<file path="src/rtl/fx3_pkg.sv">
`default_nettype none
// ============================================================================
// Module   : fx3_pkg
// Purpose  : Shared constants and state encoding for the FX3 GPIF write path.
// Revision : 1.0 - initial release
// ============================================================================
package fx3_pkg;

    localparam int FX3_DATA_WIDTH   = 32;
    localparam int FX3_PACKET_WORDS = 128;

    typedef logic [1:0] fx3_state_t;

    localparam fx3_state_t ST_IDLE     = 2'd0;
    localparam fx3_state_t ST_WAIT_RDY = 2'd1;
    localparam fx3_state_t ST_WRITE    = 2'd2;
    localparam fx3_state_t ST_GAP      = 2'd3;

endpackage
`default_nettype wire

</file>
<file path="src/rtl/fx3_out_path.sv">
`default_nettype none
// ============================================================================
// Module   : fx3_out_path
// Purpose  : FPGA-to-MCU GPIF write stage; splits a transfer into USB packets,
//            ends a trailing short packet with pkt_end, waits for channel ready.
// Revision : 1.0 - initial release
// ============================================================================
module fx3_out_path
    import fx3_pkg::*;
#(
    parameter int DATA_WIDTH   = FX3_DATA_WIDTH,
    parameter int PACKET_WORDS = FX3_PACKET_WORDS,
    parameter int SIZE_WIDTH   = 24,
    parameter int FLAG_LATENCY = 3
) (
    input  logic                  clk,
    input  logic                  rst,
    input  logic                  i_start,
    input  logic [SIZE_WIDTH-1:0] i_size,
    output logic                  o_busy,
    output logic                  o_done,
    input  logic [DATA_WIDTH-1:0] i_data,
    input  logic                  i_valid,
    output logic                  o_ready,
    input  logic                  i_fpga2mcu_ch_rdy,
    output logic [DATA_WIDTH-1:0] o_data,
    output logic                  o_data_oe,
    output logic                  o_wr_n,
    output logic                  o_pkt_end_n
);

    localparam logic [SIZE_WIDTH-1:0] c_pkt_words = SIZE_WIDTH'(PACKET_WORDS);
    localparam logic [SIZE_WIDTH-1:0] c_flag_lat  = SIZE_WIDTH'(FLAG_LATENCY);
    localparam logic [SIZE_WIDTH-1:0] c_one       = SIZE_WIDTH'(1);

    fx3_state_t            r_state;
    fx3_state_t            w_state_nxt;
    logic [SIZE_WIDTH-1:0] r_remaining;
    logic [SIZE_WIDTH-1:0] r_pkt_cnt;
    logic [SIZE_WIDTH-1:0] w_pkt_load;
    logic                  r_short;
    logic                  w_ready;
    logic                  w_take;
    logic                  w_cnt_last;

    logic                  r_busy;
    logic                  r_done;
    logic [DATA_WIDTH-1:0] r_data;
    logic                  r_data_oe;
    logic                  r_wr_n;
    logic                  r_pkt_end_n;

    assign w_take     = w_ready && i_valid;
    assign w_cnt_last = (r_pkt_cnt == c_one);
    assign w_pkt_load = (r_remaining < c_pkt_words) ? r_remaining : c_pkt_words;

    always_ff @(posedge clk or negedge rst) begin
        if (!rst) begin
            r_state <= ST_IDLE;
        end else begin
            r_state <= w_state_nxt;
        end
    end

    always_comb begin
        w_state_nxt = r_state;
        case (r_state)
            ST_IDLE: begin
                if (i_start && (i_size != '0)) begin
                    w_state_nxt = ST_WAIT_RDY;
                end
            end
            ST_WAIT_RDY: begin
                if (i_fpga2mcu_ch_rdy) begin
                    w_state_nxt = ST_WRITE;
                end
            end
            ST_WRITE: begin
                if (w_take && w_cnt_last) begin
                    w_state_nxt = ST_GAP;
                end
            end
            ST_GAP: begin
                if (w_cnt_last) begin
                    w_state_nxt = (r_remaining != '0) ? ST_WAIT_RDY : ST_IDLE;
                end
            end
            default: w_state_nxt = ST_IDLE;
        endcase
    end

    always_comb begin
        w_ready = 1'b0;
        if ((r_state == ST_WRITE) && (r_pkt_cnt != '0)) begin
            w_ready = 1'b1;
        end
    end

    // pkt_cnt counts words in WRITE and doubles as the flag-settle timer in GAP.
    always_ff @(posedge clk or negedge rst) begin
        if (!rst) begin
            r_remaining <= '0;
            r_pkt_cnt   <= '0;
            r_short     <= 1'b0;
            r_busy      <= 1'b0;
            r_done      <= 1'b0;
            r_data      <= '0;
            r_data_oe   <= 1'b0;
            r_wr_n      <= 1'b1;
            r_pkt_end_n <= 1'b1;
        end else begin
            r_done      <= 1'b0;
            r_wr_n      <= 1'b1;
            r_pkt_end_n <= 1'b1;
            case (r_state)
                ST_IDLE: begin
                    if (i_start) begin
                        if (i_size != '0) begin
                            r_remaining <= i_size;
                            r_busy      <= 1'b1;
                        end else begin
                            r_done <= 1'b1;
                        end
                    end
                end
                ST_WAIT_RDY: begin
                    if (i_fpga2mcu_ch_rdy) begin
                        r_pkt_cnt <= w_pkt_load;
                        r_short   <= (r_remaining < c_pkt_words);
                        r_data_oe <= 1'b1;
                    end
                end
                ST_WRITE: begin
                    if (w_take) begin
                        r_data      <= i_data;
                        r_wr_n      <= 1'b0;
                        r_remaining <= r_remaining - c_one;
                        r_pkt_cnt   <= r_pkt_cnt - c_one;
                        if (w_cnt_last) begin
                            r_pkt_end_n <= !r_short;
                            r_pkt_cnt   <= c_flag_lat;
                        end
                    end
                end
                ST_GAP: begin
                    r_pkt_cnt <= r_pkt_cnt - c_one;
                    if (w_cnt_last && (r_remaining == '0)) begin
                        r_data_oe <= 1'b0;
                        r_done    <= 1'b1;
                        r_busy    <= 1'b0;
                    end
                end
                default: begin
                    r_pkt_cnt <= '0;
                end
            endcase
        end
    end

    assign o_ready     = w_ready;
    assign o_busy      = r_busy;
    assign o_done      = r_done;
    assign o_data      = r_data;
    assign o_data_oe   = r_data_oe;
    assign o_wr_n      = r_wr_n;
    assign o_pkt_end_n = r_pkt_end_n;

endmodule
`default_nettype wire

</file>
<file path="config.mk">
export PLATFORM = sky130hd
export DESIGN_NAME = fx3_out_path
export DESIGN_NICKNAME = d
export VERILOG_FILES = /design/src/rtl/fx3_pkg.sv /design/src/rtl/fx3_out_path.sv
export SDC_FILE = /design/constraint.sdc
export NUM_CORES = 1
export LEC_CHECK = 0
export ABC_AREA = 1
export BUFFER_PORTS_ARGS = -buffer_cell sky130_fd_sc_hd__buf_4
export CORE_ASPECT_RATIO = 1.4
export CORE_MARGIN = 1
export CORE_UTILIZATION = 45
export CTS_CLUSTER_DIAMETER = 30
export DETAILED_ROUTE_END_ITERATION = 12
export PLACE_DENSITY = 0.67
export SKIP_LAST_GASP = 1
export SLEW_MARGIN = 20
export SYNTH_ARGS = -nofsm -noshare
export SYNTH_HDL_FRONTEND = slang
export SYNTH_SLANG_ARGS = --single-unit
</file>
<file path="constraint.sdc">
create_clock -name clk -period 5.6 [get_ports clk]
set_input_delay 1.12 -clock clk [delete_from_list [all_inputs] [get_ports clk]]
set_output_delay 1.12 -clock clk [all_outputs]
set_load 0.03 [all_outputs]
</file>
# After elaboration in Yosys (flattened, before gate mapping)

Index checks and enable logic that the tools add are counted.

Register bits: 88
Input port bits: 61
Word-level logic and storage cells: 78

Add/sub/neg operators: 2
Order comparisons: 1
Eq/ne operators: 12
Muxes and demuxes: 31
Reductions and logical operators: 22

Operators by type and width:

| cell                                                | count |
|---|---|
| 2-to-1 mux 24 bit                                   | 7 |
| case mux 24 bit (3 select lines)                    | 1 |
| nonzero test 24 bit                                 | 3 |
| case mux 24 bit (2 select lines)                    | 1 |
| subtractor 24 x 1 -> 24 bit, second input constant  | 2 |
| == test 24 x 1 -> 1 bit, second input constant      | 1 |
| logical NOT 24 bit                                  | 1 |
| < comparator 24 x 8 -> 1 bit, second input constant | 1 |
| inequality test 2 bit, second input constant        | 8 |
| 2-to-1 mux 1 bit                                    | 14 |
| AND reduction 4 bit                                 | 3 |
| 2-to-1 mux 2 bit                                    | 4 |
| case mux 2 bit (4 select lines)                     | 1 |
| case mux 1 bit (2 select lines)                     | 3 |
| AND reduction 3 bit                                 | 2 |
| nonzero test 2 bit                                  | 3 |
| logical AND 1 bit                                   | 5 |
| == test 2 bit, second input constant                | 2 |
| AND reduction 2 bit                                 | 2 |
| nonzero test 3 bit                                  | 1 |
| == test 2 x 1 -> 1 bit, second input constant       | 1 |
| logical NOT 2 bit                                   | 1 |
| logical NOT 1 bit                                   | 1 |

# Logic depth before layout (Yosys ltp)

Word-level depth: 7
Mapped depth: 12
Depth with buffers taken out: 11

# Worst setup path after synthesis

No wires, ideal clock.

Path kind: register to output
From: reg r_state[0]
To: out o_ready
Arrival time: 1.344 ns
Path slack: 3.136 ns
Stages on the path, launching flop included: 7
Path through: dfrtp_1 inv_1 ha_1 buf_2 clkbuf_1 nand2_1 inv_1

Cells in the longest elaborated chain, start to end: 3

RTL lines:

| what                     | RTL line           | text |
|---|---|---|
| start: declaration       | fx3_out_path.sv:36 | `fx3_state_t r_state;` |
| start signal: assignment | fx3_out_path.sv:61 | `r_state <= w_state_nxt;` |
| == test 2 bit            | fx3_out_path.sv:94 | `if ((r_state == ST_WRITE) && (r_pkt_cnt != '0)) begin` |
| logical AND 1 bit        | fx3_out_path.sv:94 |  |
| 2-to-1 mux 1 bit         | fx3_out_path.sv:94 |  |
| end: declaration         | fx3_out_path.sv:24 | `output logic o_ready,` |

No other way between the ends.

# Worst setup path in the final report

From: reg r_state[0]
To: reg r_remaining[1]

Cells in the longest elaborated chain, start to end: 6
Elaborated cells between the ends (all ways): 11
Classes of those cells: eq/ne: 4; mux: 2; reduce/logical: 5

RTL lines:

| what                                   | RTL line                                | text |
|---|---|---|
| == test 2 bit                          | fx3_out_path.sv:94, fx3_out_path.sv:115 |  |
| logical AND 1 bit                      | fx3_out_path.sv:94                      |  |
| 2-to-1 mux 1 bit                       | fx3_out_path.sv:94                      |  |
| logical AND 1 bit                      | fx3_out_path.sv:53                      | `assign w_take = w_ready && i_valid;` |
| inequality test 2 bit (no source line) | --                                      |  |
| AND reduction 4 bit (no source line)   | --                                      |  |
| end signal: assignment                 | fx3_out_path.sv:119                     | `r_remaining <= i_size;` |
| end signal: assignment                 | fx3_out_path.sv:137                     | `r_remaining <= r_remaining - c_one;` |
| end: declaration                       | fx3_out_path.sv:38                      | `logic [SIZE_WIDTH-1:0] r_remaining;` |

Parallel ways exist; a longest one is shown, timed or not.
A chain may end at the register's enable or synchronous reset.

==> reports/qor.yml <==
globalplace.congestion: 0.8496
slew_violations: 0
antenna_left: 0
syn2layout_area_growth_pct: 21.14
grt_max_degree: 67
grt_pass1_vias: 4906
crit_path_end_kind: "register"
diodes: 0
ys_seq_area_share_pct: 40.05
worst_slew_pin_slew_ns: 1.027
min_period_over_period_pct: 58.06
core-area_mm2: 0.01188
grt_overflow: 0
hold_violations: 0
ir_worst_vdd_uv: 233.3
vias_per_cell: 5.001
worst_hold_path_type: "reg2reg"
rr_worst_depth: 7
instances_no_fill: 1060
syn_area_mm2: 0.005504
layout_commonest_cell: "nand2_1"
hold_end: "o_pkt_end_n$_DFF_PN1_"
path_class: "reg2reg"
worstPathRequired_ns: 5.87
wire_per_inst_um: 13.77
synth-seq-cells: 88
critPathLaunchType: "register"
postCtsHoldBufs: 0
most-common-layout-cells: "nand2_1, nor2_1, buf_4"
fin_worst_skew_ns: 0.01028
cp_common_cell: "nand2_1"
fp.dieW_um: 95.47
period_needed_ns: 3.251
hold_start: "r_short$_DFFE_PN0P_"
clock_latency_ns: 0.34
num_rows: 47
reg2reg_from: "r_state[0]$_DFFE_PN0P_"
p_leak_nw: 3.636
rsz0062_at_grt: "false"
clock.fmax_ghz: 0.3076
initial_core_util_pct: 46.33
vias: 5301
critPathArrivalTime_ns: 3.52
cts_tree: "yes"
slowest_stage: "nand2_1"
status: "finished, final reports clean"
setup_tns_ns: 0
worstPathCellList: "inv_1, ha_1, inv_1, nand2_1, nand3_2, nand2_1, nand2_1"
cts.clk_slew.worst_paths_ns: 0.07
fillers: 1220
finalSetupViolCount: 0
p_per_area_mw_per_mm2: 650.3
critPathMaxStageDelay_ns: 0.86
drcViolationCount: 0
ys_types: 34
cts_setup_buffers: 0
io_buffers: 98
final_util_pct: 56.13
root_buffer: "clkbuf_16"
drive_gt1_share_pct: 15.66
relSlewSlack_pct: 31.36
first_iter_violations: 275
whs_path_depth: 1
drv_cap: 0
dieArea_mm2: 0.01268
clock-sinks: 88
synthCells: 820
drt_pre_antenna_iters: 5
drt-total-wl_um: 14590
cts_buffers: 9
grt.total_usage_pct: 23.89
finalNetCount: 976
place_inst: 1044
h-tree-depth: 3
avgSynthCellArea_um2: 6.712
chipHeight_um: 132.9
dp_hpwl_um: 10280
post_cts_resized: 0
yosys_warnings: 0
r2r_end: "r_remaining[1]$_DFFE_PN0P_"
cts_buffer_depth: 2
power.total_mw: 4.336
regToRegSetupSlack_ns: 2.35
antenna_found_initial: 0
grt_pass1_wl_um: 23590
syn_nets: 888
worstPathMaxFanout: 25
io_pins: 99
final cells by class:
| class | instances | area [um2] | area share [%] |
|---|---|---|---|
| multi-input combinational | 615 | 2821 | 42.32 |
| clock buffer | 10 | 229.0 | 3.434 |
| timing repair buffer | 102 | 765.7 | 11.48 |
| tap | 147 | 183.9 | 2.758 |
| inverter | 92 | 346.6 | 5.198 |
| sequential | 88 | 2205 | 33.06 |
| clock inverter | 6 | 116.4 | 1.745 |
critical path, delay by kind of cell (launching register included):
family	cells	cell delay, ns
buffers and inverters	2	0.72
adders and majority gates	1	0.21
DFF	1	0.41
and+or+nand+nor	4	1.83
power by group:
group          total, mW  internal, mW  switching [mW]
logic               2.44         0.798            1.64
registers           1.19         0.918           0.270
clock network      0.713         0.441           0.272
layer usage:
layer | part of all wire (%) | GRT usage [%] | vias to the layer above
li1 | - | - | 2744
met2 | 54 | 44.09 | 93
met3 | 3.2 | 3.103 | 18
met4 | 1.8 | 7.629 | 0
met1 | 41 | 27.79 | 2446
met5 | 0 | 0 | -
kinds of logic (layout without fill, tap and decap cells):
| logic type | count (synthesis) | in the layout | share of synthesized area [%] |
|---|---|---|---|
| buffers and inverters | 117 | 210 | 8.911 |
| xor gates and xnor gates | 15 | 15 | 2.387 |
| and+or+nand+nor | 524 | 524 | 40.42 |
| DFF | 88 | 88 | 40.05 |
| AOI/OAI and AO/OA | 69 | 69 | 6.638 |
| adders and majority gates | 7 | 7 | 1.591 |
sequential cells by signal, indices dropped and copies added (netlist names):
signal       count
o_busy           1
r_remaining     24
o_pkt_end_n      1
o_data_oe        1
o_done           1
o_data          32
r_short          1
o_wr_n           1
r_pkt_cnt       24
r_state          2
Yosys cell counts (all sizes together):
library cell  number  area (um2)
a21o               2       15.01
a21oi             12       71.32
a31oi              3       18.77
buf               18       117.6
clkbuf             7       26.28
clkinv             1       5.000
dfrtp             86        2152
dfstp              2       52.55
ha                 7       87.58
inv               91       341.6
nand2            284        1074
nand3             96       503.0
nand3b             2       15.01
nand4             12       81.33
nor2             123       509.2
nor2b              1       6.260
nor3               2       10.01
nor3b              1       7.510
o21ai             52       260.3
or2                3       18.77
xnor2              3       26.28
xor2              12       105.1
per-stage QoR:
step | area (um2) | hold slack, ns | setup WS, ns
global placement | 6310 | 0.4557 | 2.262
global route | 6668 | 0.5006 | 2.122
floorplan | 5504 | 0.4227 | 3.136
CTS | 6655 | 0.4620 | 2.309
finish | 6668 | 0.4618 | 2.349
detailed placement | 6310 | 0.4517 | 2.214
how the worst max path moves through the flow:
stage,to,from,cells past startpoint
6_report,r_remaining[1]$_DFFE_PN0P_,r_state[0]$_DFFE_PN0P_,7
5_1_grt,r_remaining[1]$_DFFE_PN0P_,r_state[0]$_DFFE_PN0P_,7
4_1_cts,r_remaining[17]$_DFFE_PN0P_,r_state[0]$_DFFE_PN0P_,8
3_5_place_dp,r_remaining[2]$_DFFE_PN0P_,i_valid,6
3_3_place_gp,r_remaining[21]$_DFFE_PN0P_,i_valid,6
2_1_floorplan,o_ready,r_state[0]$_DFFE_PN0P_,6
Note: power is estimated with default switching activity, not from simulation.
